**config.mk**
```make
export PLATFORM = sky130hd
export DESIGN_NAME = multi_flexcounter_flat
export DESIGN_NICKNAME = d
export VERILOG_FILES = /design/src/rtl/multi_flexcounter_if.sv /design/src/rtl/multi_flexcounter.sv /design/src/flat_wrapper.sv
export SDC_FILE = /design/constraint.sdc
export NUM_CORES = 1
export LEC_CHECK = 0
export ABC_AREA = 1
export CAP_MARGIN = 5
export CORE_MARGIN = 4
export CORE_UTILIZATION = 55
export CTS_BUF_LIST = sky130_fd_sc_hd__clkbuf_16
export DETAILED_ROUTE_END_ITERATION = 6
export GPL_TIMING_DRIVEN = 0
export HOLD_SLACK_MARGIN = 0.15
export PLACE_DENSITY = 0.85
export SLEW_MARGIN = 30
export SYNTH_ARGS = -nofsm -noshare
export SYNTH_HDL_FRONTEND = slang
export SYNTH_SLANG_ARGS = --single-unit
```
**constraint.sdc**
```tcl
create_clock -name clk -period 4.8 [get_ports clk]
set_input_delay 0.72 -clock clk [delete_from_list [all_inputs] [get_ports clk]]
set_output_delay 0.72 -clock clk [all_outputs]
set_load 0.01 [all_outputs]
```
**src/rtl/multi_flexcounter_if.sv**
```systemverilog
// Bus bundle for multi_flexcounter.
//   enable/clear/load/down : per-channel controls, one bit per channel
//   loadValue/maxCount     : per-channel values, channel i at [i*COUNTWIDTH +: COUNTWIDTH]
//   mode                   : [2i+:2] 00 wrap, 01 saturate, 10 one-shot, 11 wrap
//   count/strobe/done      : registered per-channel results
//   anyStrobe              : OR of all strobe bits
interface multi_flexcounter_if #(
  parameter int unsigned COUNTWIDTH = 8,
  parameter int unsigned NUM_CH     = 4
);
  logic [NUM_CH-1:0]            enable;
  logic [NUM_CH-1:0]            clear;
  logic [NUM_CH-1:0]            load;
  logic [NUM_CH*COUNTWIDTH-1:0] loadValue;
  logic [NUM_CH*COUNTWIDTH-1:0] maxCount;
  logic [NUM_CH-1:0]            down;
  logic [2*NUM_CH-1:0]          mode;
  logic [NUM_CH*COUNTWIDTH-1:0] count;
  logic [NUM_CH-1:0]            strobe;
  logic [NUM_CH-1:0]            done;
  logic                         anyStrobe;

  modport master (
    output enable, clear, load, loadValue, maxCount, down, mode,
    input  count, strobe, done, anyStrobe
  );

  modport slave (
    input  enable, clear, load, loadValue, maxCount, down, mode,
    output count, strobe, done, anyStrobe
  );
endinterface

```
**src/rtl/multi_flexcounter.sv**
```systemverilog
// NUM_CH independent flex counters sharing one clock and async active-low reset.
// Each channel: clear > load > enable > hold; wrap/saturate/one-shot modes,
// up/down direction, registered terminal strobe and one-shot done flag.
//   clk  : system clock, all state on posedge
//   nRST : asynchronous active-low reset
//   bus  : multi_flexcounter_if slave (controls in, count/strobe/done/anyStrobe out)
module multi_flexcounter #(
  parameter int unsigned COUNTWIDTH = 8,
  parameter int unsigned NUM_CH     = 4
) (
  input  logic                  clk,
  input  logic                  nRST,
  multi_flexcounter_if.slave    bus
);

  typedef enum logic [1:0] {
    MODE_WRAP     = 2'b00,
    MODE_SAT      = 2'b01,
    MODE_ONESHOT  = 2'b10,
    MODE_WRAP_ALT = 2'b11
  } mode_e;

  typedef struct packed {
    logic [COUNTWIDTH-1:0] cnt;
    logic                  strobe;
    logic                  done;
  } chan_t;

  logic [COUNTWIDTH-1:0] cnt_q [NUM_CH];
  logic [COUNTWIDTH-1:0] cnt_d [NUM_CH];
  logic [NUM_CH-1:0]     strobe_q, strobe_d;
  logic [NUM_CH-1:0]     done_q, done_d;

  function automatic chan_t step_chan(
    input logic [COUNTWIDTH-1:0] cnt,
    input logic                  done,
    input logic                  en,
    input logic                  clr,
    input logic                  ld,
    input logic                  dn,
    input mode_e                 md,
    input logic [COUNTWIDTH-1:0] mx,
    input logic [COUNTWIDTH-1:0] lv
  );
    chan_t                 r;
    logic [COUNTWIDTH-1:0] nxt;
    logic [COUNTWIDTH-1:0] term;
    logic                  wrap;
    r.cnt    = cnt;
    r.strobe = 1'b0;
    r.done   = done;
    wrap     = (md == MODE_WRAP) || (md == MODE_WRAP_ALT);
    term     = dn ? '0 : mx;
    nxt      = cnt;
    if (clr) begin
      r.cnt  = '0;
      r.done = 1'b0;
    end else if (ld) begin
      r.cnt  = lv;
      r.done = 1'b0;
    end else if (en && !done && (mx != '0)) begin
      if (!dn) begin
        // at or beyond the terminal (e.g. maxCount lowered mid-count)
        if (cnt >= mx) nxt = wrap ? COUNTWIDTH'(1) : mx;
        else           nxt = cnt + 1'b1;
      end else begin
        if (cnt == '0)    nxt = wrap ? mx : '0;
        else if (cnt > mx) nxt = mx;
        else               nxt = cnt - 1'b1;
      end
      r.cnt    = nxt;
      // strobe only on arrival at the terminal, never while sitting on it
      r.strobe = (nxt == term) && (cnt != term);
      if (r.strobe && (md == MODE_ONESHOT)) r.done = 1'b1;
    end
    return r;
  endfunction

  always_comb begin
    chan_t c;
    c        = '0;
    strobe_d = '0;
    done_d   = '0;
    for (int unsigned i = 0; i < NUM_CH; i++) begin
      c = step_chan(cnt_q[i], done_q[i], bus.enable[i], bus.clear[i], bus.load[i],
                    bus.down[i], mode_e'(bus.mode[2*i +: 2]),
                    bus.maxCount[i*COUNTWIDTH +: COUNTWIDTH],
                    bus.loadValue[i*COUNTWIDTH +: COUNTWIDTH]);
      cnt_d[i]    = c.cnt;
      strobe_d[i] = c.strobe;
      done_d[i]   = c.done;
    end
  end

  always_ff @(posedge clk or negedge nRST) begin
    if (!nRST) begin
      for (int unsigned i = 0; i < NUM_CH; i++) cnt_q[i] <= '0;
      strobe_q <= '0;
      done_q   <= '0;
    end else begin
      for (int unsigned i = 0; i < NUM_CH; i++) cnt_q[i] <= cnt_d[i];
      strobe_q <= strobe_d;
      done_q   <= done_d;
    end
  end

  for (genvar g = 0; g < NUM_CH; g++) begin : g_out
    assign bus.count[g*COUNTWIDTH +: COUNTWIDTH] = cnt_q[g];
  end

  assign bus.strobe    = strobe_q;
  assign bus.done      = done_q;
  assign bus.anyStrobe = |strobe_q;

endmodule
```
**src/flat_wrapper.sv**
```systemverilog
// flat-port wrapper written by rule: the top's interface ports become plain ports
module multi_flexcounter_flat 
#(
  parameter int unsigned COUNTWIDTH = 8,
  parameter int unsigned NUM_CH     = 4
)
  (clk, nRST, bus_enable, bus_clear, bus_load, bus_loadValue, bus_maxCount, bus_down, bus_mode, bus_count, bus_strobe, bus_done, bus_anyStrobe);
  multi_flexcounter_if #(.COUNTWIDTH(COUNTWIDTH), .NUM_CH(NUM_CH)) bus_i ();
  input  logic clk;
  input  logic nRST;
  input wire logic [$bits(bus_i.enable)-1:0] bus_enable;
  input wire logic [$bits(bus_i.clear)-1:0] bus_clear;
  input wire logic [$bits(bus_i.load)-1:0] bus_load;
  input wire logic [$bits(bus_i.loadValue)-1:0] bus_loadValue;
  input wire logic [$bits(bus_i.maxCount)-1:0] bus_maxCount;
  input wire logic [$bits(bus_i.down)-1:0] bus_down;
  input wire logic [$bits(bus_i.mode)-1:0] bus_mode;
  output wire logic [$bits(bus_i.count)-1:0] bus_count;
  output wire logic [$bits(bus_i.strobe)-1:0] bus_strobe;
  output wire logic [$bits(bus_i.done)-1:0] bus_done;
  output wire logic [$bits(bus_i.anyStrobe)-1:0] bus_anyStrobe;
  assign bus_i.enable = bus_enable;
  assign bus_i.clear = bus_clear;
  assign bus_i.load = bus_load;
  assign bus_i.loadValue = bus_loadValue;
  assign bus_i.maxCount = bus_maxCount;
  assign bus_i.down = bus_down;
  assign bus_i.mode = bus_mode;
  assign bus_count = bus_i.count;
  assign bus_strobe = bus_i.strobe;
  assign bus_done = bus_i.done;
  assign bus_anyStrobe = bus_i.anyStrobe;
  multi_flexcounter #(.COUNTWIDTH(COUNTWIDTH), .NUM_CH(NUM_CH)) u_core (.clk(clk), .nRST(nRST), .bus(bus_i));
endmodule
```
==> run metrics, run 1 <==
Slew @ Worst Pin 0.674 ns; accumulated negative setup slack 0 ns; number of cells on the critical path 18; final RePlAce weighted congestion 1.02; number of clock sinks 40; area overhead of the layout relative to synthesis 23.9%; Max VDD drop 0.148 mV; full die area 14500 um2; Post-synth top flop sky130_fd_sc_hd__dfrtp_1; wire length on met3 2510 um; Final Setup Violations 0; maximum number of pins on one net before global-route repair 31; result of the run complete, no violations; cell breakdown of the critical path clkdlybuf4s50_1, inv_1, ha_1, nand2_1, inv_1, nor2_1, o21a_1, nand3_2, inv_1, o21ai_0, nand3_1, nand2_1, nand2_1, nand2_1, inv_1, nand2_1, nor2_1, and3_1; unrepaired setup endpoints after global routing no; post-route cell area 8600 um2; initial cell density of the core 57.1%; HPWL Detailed 19300 um; initial antenna violation count 0; syn_area_per_cell 5.82 um2; height of the chip 120 um; Detail Route met2 WL 11000 um; Final Slew Violations 0; Crit-path slowest cell sky130_fd_sc_hd__clkdlybuf4s50_1; setup repair bufs after CTS 0; largest stage delay on the critical path 0.53 ns; share of total power in combinational logic 55.0%; row cnt 40; share of the clock period used by the worst path 68.5%; global-route wire length before repair 39000 um; ys async rst share 100%; first-pass iteration count of the detailed router 6; final period demand of the worst path 3.29 ns; Total GRT Usage 32.8%; Starting DRT DRC Count 1055; area share of the largest cell type after synthesis 18.0%; launching element type of the critical path input port; wire per inst 16.4 um; number of H-tree levels 2; cell types occupying the most area after synthesis sky130_fd_sc_hd__nand2_1, sky130_fd_sc_hd__dfrtp_1, sky130_fd_sc_hd__nand3_1; max-cap viol count 0; # port buffers 126; ratio of cells with drive above 1 in the final layout 5.65%; cell family with the largest share of critical-path delay simple AND/OR/NAND/NOR gates; average via count per standard cell 5.77; length in cells of the worst reg-to-reg path 14; clk buf depth 2; DRC Markers 0; CTS tree built; Worst Path Required 5.02 ns; final count of hold timing violations 0; post-route antenna net violation count 0; Pint 990 uW; Post-Route Skew 0.00750 ns; post-synth top area cell sky130_fd_sc_hd__nand2_1; uppermost layer routed met4; Hold WC Path Type input port to async pin; Cell Area, Synth 6940 um2; Max Fanout on Critical Path 10; number of gates given a new drive strength after cts 0; Static Leak 4.43 nW; count of flip-flops with a built-in enable after synthesis 0; total power divided by cell area 208 nW/um2; final global-route overflow total 0; most used cells in the layout excluding fill and tap cells sky130_fd_sc_hd__nand2_1, sky130_fd_sc_hd__nand3_1, sky130_fd_sc_hd__inv_1; DP Area 8430 um2; die width 120 um; net count after synthesis 1330; number of hold buffers added after cts 0; number of global-route vias before repair 8043; DR vias 8620; Total Wirelength 24500 um; highest clock rate 0.304 GHz; Gate Count Post-Synth 1192; net count of the finished layout 1464; Clock power frac 22.1%; Seq pwr share 22.9%; number of buffers created by CTS 5; switching power summed over all nets 801 uW; cell with the most instances on the worst path sky130_fd_sc_hd__nand2_1; buffer cell driving the clock tree root sky130_fd_sc_hd__clkbuf_16; number of buffer and inverter instances along the worst setup path 5; leading cell type in the layout, fill and taps excluded sky130_fd_sc_hd__nand2_1; insertion delay to the later sink of the worst-skew pair 0.28 ns; Antenna Cells 0; category of the critical setup timing path input port to flip-flop; switching fraction of total power 44.7%; Routed met1 length 10300 um; CTS clock-pin slew for the worst setup and hold paths 0.07 ns; flops & latches, synth 40; endpoint kind of the worst setup timing path flip-flop; area of the placeable core 12200 um2; top-level I/O count 131; worst-case headroom to the max-slew limit 54.9%; count of synthesis-stage warnings from yosys 0; Distinct cells, synth 47; fraction of the yosys area taken by sequential cells 14.4%; arrival time of the worst setup path 3.51 ns
==> layer usage <==
layer	vias up	track usage [%]
li1	4208	-
met1	3828	44.9
met2	522	53.9
met3	62	4.21
met4	0	10.3
met5	-	0
==> kinds of logic after synthesis <==
family          after synthesis  share of synthesized area (%)
buf+inv                     205                           12.1
xor+xnor                     50                           6.31
simple gates                718                           47.8
flops                        40                           14.4
fa+ha+maj                    48                           8.65
compound gates              131                           10.7
==> Yosys cell counts (4+ instances only) <==
| cell | number |
|---|---|
| sky130_fd_sc_hd__xor2_1 | 45 |
| sky130_fd_sc_hd__nand2_1 | 333 |
| sky130_fd_sc_hd__nand3b_1 | 8 |
| sky130_fd_sc_hd__buf_2 | 10 |
| sky130_fd_sc_hd__dfrtp_1 | 40 |
| sky130_fd_sc_hd__nand3_2 | 5 |
| sky130_fd_sc_hd__nand3_1 | 188 |
| sky130_fd_sc_hd__inv_2 | 11 |
| sky130_fd_sc_hd__inv_1 | 161 |
| sky130_fd_sc_hd__nor2_1 | 88 |
| sky130_fd_sc_hd__nand2_2 | 6 |
| sky130_fd_sc_hd__ha_1 | 48 |
| sky130_fd_sc_hd__clkbuf_1 | 10 |
| sky130_fd_sc_hd__nor3_1 | 12 |
| sky130_fd_sc_hd__nor2_2 | 7 |
| sky130_fd_sc_hd__xnor2_1 | 5 |
| sky130_fd_sc_hd__buf_6 | 5 |
| sky130_fd_sc_hd__nor4_1 | 4 |
| sky130_fd_sc_hd__nand4_1 | 45 |
| sky130_fd_sc_hd__a32o_1 | 8 |
| sky130_fd_sc_hd__a21oi_1 | 25 |
| sky130_fd_sc_hd__clkinv_1 | 4 |
| sky130_fd_sc_hd__o21ai_0 | 76 |
| sky130_fd_sc_hd__o211ai_1 | 5 |
==> per-stage QoR <==
| step | setup slack, ns | util, % | total power, mW | std cells | hold slack [ns] |
|---|---|---|---|---|---|
| after floorplan | 2.33 | - | 1.05 | 1192 | 0.424 |
| after global placement | 1.30 | 69.2 | 1.36 | 1486 | 0.497 |
| after detailed placement | 1.29 | 69.3 | 1.37 | 1487 | 0.506 |
| after CTS | 1.56 | 70.7 | 1.77 | 1495 | 0.325 |
| after global routing | 1.35 | 70.7 | 1.92 | 1495 | 0.327 |
| final | 1.51 | 70.7 | 1.79 | 1495 | 0.317 |
==> flip-flops by register name, indices dropped and copies added, names as in the netlist <==
signal             cells
u_core.bus.count      32
u_core.bus.strobe      4
u_core.bus.done        4
==> power by group through the flow <==
stage,Sequential [mW],Combinational (mW),Clock (mW)
5_1_grt,0.412,1.09,0.414
3_3_place_gp,0.414,0.948,0
6_report,0.410,0.986,0.396
3_5_place_dp,0.413,0.959,0
4_1_cts,0.407,0.966,0.398
2_1_floorplan,0.405,0.640,0
==> final cells by class <==
class	instances	area, um2
multi-input cells	947	5100
fillers	1134	3560
repair buffers	127	1280
flip-flops and latches	40	1000
inverters	176	661
well taps	168	210
plain buffers	29	181
clock buffers	5	125
clock inverters	3	46.3
==> worst paths after layout <==
path	startpoint	end	slack, ns
hold / removal	nRST	u_core.bus.count[31]	0.32
hold reg to reg	u_core.bus.done[3]	u_core.bus.done[3]	0.53
setup reg to reg	u_core.bus.count[8]	u_core.bus.strobe[1]	2.01
max in group asynchronous	nRST	u_core.bus.count[13]	4.03
min in group clk	u_core.bus.done[3]	u_core.bus.done[3]	0.53
setup / recovery	bus_maxCount[23]	u_core.bus.strobe[2]	1.51
No activity file was read; power rests on OpenSTA's default activity.
==> inputs of run 2 (changes only) <==
- clock period: 4.8 -> 3.1 ns (I/O delays scaled with it)
==> run 2 against run 1 <==
Combinational power is 56% higher. Sequential share of layout area is 0.067 points lower. Die area stayed put. Worst setup slack worse by 1.3 ns. Register-to-register slack worse by 1.7 ns. Final area is 0.58% higher.
==> run metrics, run 2 (synthesis results as in run 1) <==
accumulated negative setup slack 0 ns (unchanged); endpoint kind of the worst setup timing path flip-flop (unchanged); area overhead of the layout relative to synthesis 24.6% (was 23.9%); Max VDD drop 0.230 mV (was 0.148 mV); number of instances in the placed design 1487 (unchanged); most used cells in the layout excluding fill and tap cells sky130_fd_sc_hd__nand2_1, sky130_fd_sc_hd__nand3_1, sky130_fd_sc_hd__inv_1 (unchanged); top-level I/O count 131 (unchanged); highest clock rate 0.341 GHz; Hold WC Path Type flip-flop to flip-flop (was input port to async pin); total power divided by cell area 322 nW/um2 (was 208 nW/um2); cell family with the largest share of critical-path delay simple AND/OR/NAND/NOR gates (unchanged); worst-case headroom to the max-slew limit 53.8% (was 54.9%); max-cap viol count 0 (unchanged); leading cell type in the layout, fill and taps excluded sky130_fd_sc_hd__nand2_1 (unchanged); # port buffers 126 (unchanged); largest stage delay on the critical path 0.54 ns (was 0.53 ns); cell with the most instances on the worst path sky130_fd_sc_hd__nand3_1 (was sky130_fd_sc_hd__nand2_1); number of buffers created by CTS 5 (unchanged); cell breakdown of the critical path clkdlybuf4s50_1, inv_1, ha_1, nand2_1, nor2_1, nand4_2, buf_2, nand4_1, nand3_1, nand3_1, nand3_1, nor2_1, and3_1 (was clkdlybuf4s50_1, inv_1, ha_1, nand2_1, inv_1, nor2_1, o21a_1, nand3_2, inv_1, o21ai_0, nand3_1, nand2_1, nand2_1, nand2_1, inv_1, nand2_1, nor2_1, and3_1); Max Fanout on Critical Path 10 (unchanged); uppermost layer routed met4 (unchanged); launching element type of the critical path input port (unchanged); R2R Setup Slk 0.34 ns (was 2.01 ns); result of the run complete, no violations (unchanged); Starting DRT DRC Count 1002 (was 1055); power after layout 2.78 mW (was 1.79 mW); final global-route overflow total 0 (unchanged); number of H-tree levels 2 (unchanged); number of clock sinks 40 (unchanged); number of buffer and inverter instances along the worst setup path 3 (was 5); CTS tree built (unchanged); Total GRT Usage 32.8% (unchanged); Layout fillers 1125 (was 1134); global-route wire length before repair 39000 um (unchanged); final count of hold timing violations 0 (unchanged); HPWL Detailed 19300 um (unchanged); initial antenna violation count 0 (unchanged); buffer cell driving the clock tree root sky130_fd_sc_hd__clkbuf_16 (unchanged); DRC Markers 0 (unchanged); Cell Count, Final, Fillers Out 1496 (was 1495); post-route antenna net violation count 0 (unchanged); wire per inst 16.4 um (about the same); Routed met1 length 10400 um (was 10300 um); CTS clock-pin slew for the worst setup and hold paths 0.07 ns (about the same); insertion delay to the later sink of the worst-skew pair 0.28 ns (about the same); share of the clock period used by the worst path 94.5%; full die area 14500 um2 (unchanged); final RePlAce weighted congestion 1.02 (unchanged); ratio of cells with drive above 1 in the final layout 6.10% (was 5.65%); flip-flop count of the largest register after layout 32 (unchanged); arrival time of the worst setup path 3.15 ns (was 3.51 ns); number of global-route vias before repair 8043 (unchanged); unrepaired setup endpoints after global routing no (unchanged); Antenna Cells 0 (unchanged); average via count per standard cell 5.79 (was 5.77); Slew @ Worst Pin 0.690 ns (was 0.674 ns); net count of the finished layout 1465 (was 1464); Post-Route Skew 0.00788 ns (was 0.00750 ns); maximum number of pins on one net before global-route repair 31 (unchanged); area of the placeable core 12200 um2 (unchanged); initial cell density of the core 57.1% (unchanged); height of the chip 120 um (unchanged); DR vias 8659 (was 8620); Final Slew Violations 0 (unchanged); Final Setup Violations 0 (unchanged); Worst Path Required 3.32 ns (was 5.02 ns); Total Wirelength 24500 um (about the same); Detail Route met2 WL 11000 um (about the same); wire length on met3 2340 um (was 2510 um); clk buf depth 2 (unchanged); Static Leak 4.44 nW (was 4.43 nW); die width 120 um (unchanged); first-pass iteration count of the detailed router 5 (was 6); setup repair bufs after CTS 0 (unchanged); row cnt 40 (unchanged); Crit-path slowest cell sky130_fd_sc_hd__clkdlybuf4s50_1 (unchanged); category of the critical setup timing path input port to flip-flop (unchanged); final period demand of the worst path 2.93 ns
-- run 2: metal layers --
metal  vias up  GRT usage, %
met3        67          4.21
met1      3870          44.9
met2       515          53.9
li1       4207             -
met5         -             0
met4         0          10.3
-- run 2: final timing paths --
| path | start | end | cells after the start |
|---|---|---|---|
| max | bus_maxCount[15] | u_core.bus.strobe[1] | 13 |
| min | u_core.bus.done[3] | u_core.bus.done[3] | 2 |
| max reg2reg | u_core.bus.count[24] | u_core.bus.done[3] | 17 |
| min reg2reg | u_core.bus.done[3] | u_core.bus.done[3] | 2 |
| max in group asynchronous | nRST | u_core.bus.count[13] | 3 |
| min in group asynchronous | nRST | u_core.bus.count[31] | 2 |
-- run 2: report_power, final --
group | internal, mW | total [mW] | switching [mW]
Combinational | 0.601 | 1.54 | 0.938
Clock | 0.383 | 0.613 | 0.230
Sequential | 0.555 | 0.633 | 0.0786
-- run 2: what timing repair did --
item,CTS,global route
endpoints found under the hold margin,10,0
hold buffers,1,0
gates resized for setup,0,12
endpoints found under the setup margin,0,6
-- run 2: final cells by class --
class / instances / area (um2) / area share [%]
multi-input cells: 947 / 5130 / 59.3
repair buffers: 128 / 1290 / 14.9
flip-flops and latches: 40 / 1000 / 11.6
inverters: 176 / 661 / 7.64
well taps: 168 / 210 / 2.43
plain buffers: 29 / 185 / 2.14
clock buffers: 5 / 125 / 1.45
clock inverters: 3 / 46.3 / 0.535
-- run 2: metrics by stage --
step / util (%) / instance area (um2) / hold WS [ns] / worst slack [ns]
after floorplan: - / 6940 / 0.169 / 0.883
after global placement: 69.2 / 8410 / 0.497 / -0.149
after detailed placement: 69.3 / 8430 / 0.369 / -0.151
after CTS: 70.8 / 8610 / 0.524 / 0.114
after global routing: 71.1 / 8650 / 0.552 / 0.00198
final: 71.1 / 8650 / 0.527 / 0.170
-- run 2: worst register-to-register path: cells and delay by family, from the launching register on --
kind            cells  cell delay [ns]
compound gates      2             0.24
fa+ha+maj           1             0.33
buf+inv             2             0.51
flops               1             0.46
simple gates       12             1.12
